===== config.mk =====
export PLATFORM = sky130hd
export DESIGN_NAME = sar_comparator_search
export DESIGN_NICKNAME = d
export VERILOG_FILES = /design/src/rtl/sar_search_pkg.sv /design/src/rtl/sar_comparator_search.sv
export SDC_FILE = /design/constraint.sdc
export NUM_CORES = 1
export LEC_CHECK = 0
export CAP_MARGIN = 40
export CORE_MARGIN = 4
export CORE_UTILIZATION = 55
export CTS_CLUSTER_SIZE = 16
export DETAILED_ROUTE_END_ITERATION = 8
export GPL_ROUTABILITY_DRIVEN = 0
export PLACE_DENSITY = 0.84
export SYNTH_ARGS = -nofsm -noshare
export SYNTH_HDL_FRONTEND = slang
export SYNTH_SLANG_ARGS = --single-unit

===== constraint.sdc =====
create_clock -name clk -period 5.5 [get_ports clk]
set_clock_uncertainty 0.05 [all_clocks]
set_input_delay 1.1 -clock clk [delete_from_list [all_inputs] [get_ports clk]]
set_output_delay 1.1 -clock clk [all_outputs]
set_load 0.02 [all_outputs]

===== src/rtl/sar_search_pkg.sv =====
// Shared types and helpers for the successive-approximation search controller.
// Holds the state encoding, the default operand width and the flag legality test.
package sar_search_pkg;

    localparam int SAR_WIDTH = 20;

    typedef enum logic [1:0] {
        IDLE,
        TRIAL,
        VERIFY,
        DONE
    } sar_state_e;

    function automatic logic flags_onehot(
        input logic same,
        input logic a_high,
        input logic b_high
    );
        return $onehot({same, a_high, b_high});
    endfunction

endpackage


===== src/rtl/sar_comparator_search.sv =====
// SAR controller: drives comparator B and recovers operand A MSB-first.
// Optional SAR_EARLY_EXIT_EN: finish as soon as a trial matches A exactly.
module sar_comparator_search
    import sar_search_pkg::*;
#(
    parameter int WIDTH = SAR_WIDTH
) (
    input  logic             clk,
    input  logic             rst_n,
    input  logic             Start,
    output logic [WIDTH-1:0] B,
    input  logic             Same,
    input  logic             A_High,
    input  logic             B_High,
    output logic             Busy,
    output logic             Done,
    output logic [WIDTH-1:0] Result,
    output logic             Found,
    output logic             Fault
);

    localparam int IW = (WIDTH > 1) ? $clog2(WIDTH) : 1;

    sar_state_e       state_q, state_d;
    logic [WIDTH-1:0] b_q, b_d;
    logic [IW-1:0]    idx_q, idx_d;
    logic [WIDTH-1:0] result_q, result_d;
    logic             found_q, found_d;
    logic             fault_q, fault_d;
    logic             ok;
    logic             early;

    always_ff @(posedge clk or negedge rst_n) begin
        if (!rst_n) begin
            state_q  <= IDLE;
            b_q      <= '0;
            idx_q    <= '0;
            result_q <= '0;
            found_q  <= 1'b0;
            fault_q  <= 1'b0;
        end else begin
            state_q  <= state_d;
            b_q      <= b_d;
            idx_q    <= idx_d;
            result_q <= result_d;
            found_q  <= found_d;
            fault_q  <= fault_d;
        end
    end

    always_comb begin
        state_d  = state_q;
        b_d      = b_q;
        idx_d    = idx_q;
        result_d = result_q;
        found_d  = found_q;
        fault_d  = fault_q;
        ok       = flags_onehot(Same, A_High, B_High);
        early    = 1'b0;
`ifdef SAR_EARLY_EXIT_EN
        early    = ok && Same;
`endif
        unique case (state_q)
            IDLE: begin
                if (Start) begin
                    b_d            = '0;
                    b_d[WIDTH-1]   = 1'b1;
                    idx_d          = IW'(WIDTH - 1);
                    fault_d        = 1'b0;
                    state_d        = TRIAL;
                end
            end
            TRIAL: begin
                if (!ok) fault_d = 1'b1;
                if (early) begin
                    result_d = b_q;
                    found_d  = 1'b1;
                    state_d  = DONE;
                end else begin
                    // an illegal flag vector keeps the trial bit
                    if (ok && B_High) b_d[idx_q] = 1'b0;
                    if (idx_q != '0) begin
                        b_d[idx_q - 1'b1] = 1'b1;
                        idx_d             = idx_q - 1'b1;
                    end else begin
                        state_d = VERIFY;
                    end
                end
            end
            VERIFY: begin
                if (!ok) fault_d = 1'b1;
                found_d  = Same;
                result_d = b_q;
                state_d  = DONE;
            end
            DONE: begin
                b_d     = '0;
                state_d = IDLE;
            end
            default: state_d = IDLE;
        endcase
    end

    assign B      = b_q;
    assign Busy   = (state_q == TRIAL) || (state_q == VERIFY);
    assign Done   = (state_q == DONE);
    assign Result = result_q;
    assign Found  = found_q;
    assign Fault  = fault_q;

endmodule

==> flow_metrics.env <==
export IMPL_crit_slowest_cell="nor4_1"
export IMPL_netlist_top_cells_count="49 x dfrtp_1, 22 x mux2_2, 22 x nand2_1"
export IMPL_crit_type="input pin to flip-flop"
export IMPL_power_combinational_fraction_pct=45.8
export IMPL_critPathArrivalTime_ns=3.36
export IMPL_cts_path_max_buffers=2
export IMPL_report_final_slew_viol_count=0
export IMPL_core_region_area_mm2=0.00438
export IMPL_multiInputGateArea_mm2=0.00119
export IMPL_hold_buffers=0
export IMPL_static_leakage_power_nw=1.33
export IMPL_detail_route_iter0_violations=207
export IMPL_die_y_um=75.5
export IMPL_maximum_number_of_pins_on_one_net_before_global_route_repair=38
export IMPL_setup_viol=0
export IMPL_launching_element_type_of_the_critical_path="input pin"
export IMPL_fin_crit_ns=3.21
export IMPL_final_min_period_over_clock_period_pct=58.3
export IMPL_crit_family="simple AND/OR/NAND/NOR gates"
export IMPL_layout_cell_area_non_filler_mm2=0.00313
export IMPL_post_dp_hpwl_mm=3.99
export IMPL_synth_cell_types=46
export IMPL_cpPeakStageDelay_ns=0.55
export IMPL_grt_use_met3_pct=4.62
export IMPL_fillers=312
export IMPL_postCtsSetupRepairBufs=0
export IMPL_clk_pin_slew_ns=0.09
export IMPL_crit_path_max_fanout=5
export IMPL_layout_cells_non_filler=314
export IMPL_vdd_drop_max_mv=0.412
export IMPL_finalWorstSetupSlack_ns=2.29
export IMPL_grt_use_total_pct=21.4
export IMPL_power_net_switching_uw=553
export IMPL_route_final_wire_length_mm=5.64
export IMPL_row_count=24
export IMPL_post_drt_wl_per_cell_um=18.0
export IMPL_synth_ff_type="dfrtp_1"
export IMPL_start_util_pct=57.2
export IMPL_cp_data_required_time_ns=5.65
export IMPL_grt_pass1_wl_mm=9.20
export IMPL_die_w_um=75.5
export IMPL_yosysMostFrequentCell="dfrtp_1"
export IMPL_avgSynthCellArea_um2=11.7
export IMPL_globalRoute_totalOverflow=0
export IMPL_use_met2_pct=32.4
export IMPL_worst_slew_pin_slew_ns=0.780
export IMPL_antenna_found_initial=0
export IMPL_endpoint_kind="flip-flop"
export IMPL_fin_hold_ws_ns=0.461
export IMPL_die_area_mm2=0.00570
export IMPL_cts_htree_levels=2
export IMPL_ys_warn_count=0
export IMPL_post_synth_top_area_cell="dfrtp_1"
export IMPL_drv_cap=0
export IMPL_synth_edff_count=0
export IMPL_power_switching_share_pct=42.1
export IMPL_final_core_utilization_pct=71.3
export IMPL_sequentialPowerShare_pct=37.9
export IMPL_cts_inserted_buffers=5
export IMPL_antenna_cells_inserted=0
export IMPL_clock_sinks=49
export IMPL_grt_busiest_layer="met2"
export IMPL_drt_pass1_iterations=4
export IMPL_drive_above_1_share_pct=17.9
export IMPL_cts_repair_resizes=0
export IMPL_io_pins=50
export IMPL_finalHoldViolCount=0
export IMPL_run_status="finished clean"
export IMPL_cp_cell_sequence="clkdlybuf4s50_1, inv_1, fa_1, nand3b_1, nor4_1, nand2_1, a32o_1"
export IMPL_drt_antenna_violating_nets=0
export IMPL_cts_root_buffer="clkbuf_8"
export IMPL_post_synth_main_area_contributors="dfrtp_1 49%, mux2_2 9.9%, a32o_1 8.4%"
export IMPL_grt_setup_unrepaired="no"
export IMPL_synth_seq_cells=49
export IMPL_synthesis_instances=215
export IMPL_layout_area_overhead_vs_synth_pct=24.7
export IMPL_placement_io_buffers=49
export IMPL_critical_path_startpoint="Same"
export IMPL_internal_power_uw=760
export IMPL_achievable_frequency_ghz=0.312
export IMPL_synth_seq_area_share_pct=48.9
export IMPL_async_flop_share_pct=100
export IMPL_fin_setup_tns_ns=0
export IMPL_hp_class="flip-flop to flip-flop"
export IMPL_count_of_buffer_and_inverter_cells_on_the_critical_path=2
export IMPL_dpl_cell_count=306
export IMPL_grt_met1_usage_pct=31.2
export IMPL_final_nets=280
export IMPL_drc=0
export IMPL_synthDominantCellAreaShare_pct=48.9
export IMPL_timing_hold_worst_start="Result[15]"
export IMPL_p_clk_share_pct=16.3
export IMPL_clk_insertion_delay_late_ns=0.30
export IMPL_sequential_cell_area_mm2=0.00123
export IMPL_syn_area_mm2=0.00251
export IMPL_vias_in_the_first_global_route=1836
export IMPL_slew_headroom_pct=47.9
export IMPL_post_layout_total_power_mw=1.31
export IMPL_routed_via_count=1900
export IMPL_syn_nets=234
export IMPL_regToRegStartpoint="state_q[0]"
export IMPL_drt_vias_per_instance=6.05
export IMPL_worst_setup_slack_before_clock_tree_synthesis_ns=2.01
export IMPL_post_dp_cell_area_mm2=0.00304
export IMPL_power_density_mw_per_mm2=420
export IMPL_clock_tree_from_tritoncts="done"
[sequential cells by signal, summed over array words and instances (netlist names)]
signal and count:
B 20, Fault 1, Found 1, Result 20, idx_q 5, state_q 2
[cells in the final DEF (no fill, tap or decap), types with 3 or more instances in the layout]
cell type	instances
nand2b_1	3
nand2_1	22
o21ai_0	6
a21oi_1	7
inv_1	10
nor3b_2	3
nor3_1	4
clkdlybuf4s50_1	48
mux2_2	22
a32o_1	21
dfrtp_1	49
clkbuf_8	5
ha_1	12
nor2_1	7
[kinds of logic after synthesis]
group                      synth area share, %
adders and majority gates                 6.79
DFF                                       48.9
muxes                                     10.7
and+or+nand+nor                           15.2
AOI/OAI and AO/OA                         14.8
buffers and inverters                     3.64
[power by group through the flow]
stage	sequential (mW)	combinational (mW)	clock [mW]
3_3_place_gp	0.501	0.577	0
4_1_cts	0.498	0.605	0.219
6_report	0.498	0.601	0.214
2_1_floorplan	0.508	0.394	0
5_1_grt	0.509	0.648	0.232
3_5_place_dp	0.505	0.600	0
[layer usage]
metal / vias up / wire length, um
met5: - / 0
met4: 0 / 95
met3: 7 / 305
met2: 59 / 2640
met1: 955 / 2600
li1: 879 / -
[worst paths after layout]
| kind | endpoint | slack (ns) | cells past startpoint |
|---|---|---|---|
| hold / removal | Result[15] | 0.46 | 1 |
| max in group asynchronous | Result[17] | 4.28 | 2 |
| setup / recovery | B[8] | 2.29 | 7 |
| hold reg to reg | Result[15] | 0.46 | 1 |
| setup reg to reg | B[19] | 2.93 | 6 |
| min in group asynchronous | Result[11] | 0.63 | 1 |
[area by class of cell]
type / count / area share [%]
Inverter: 10 / 1.20
Tap cell: 52 / 2.08
Sequential cell: 49 / 39.2
Multi-Input combinational cell: 144 / 38.1
Clock inverter: 2 / 0.440
Timing Repair Buffer: 51 / 16.7
Clock buffer: 6 / 2.32
Power figures use the tool's default switching activity.
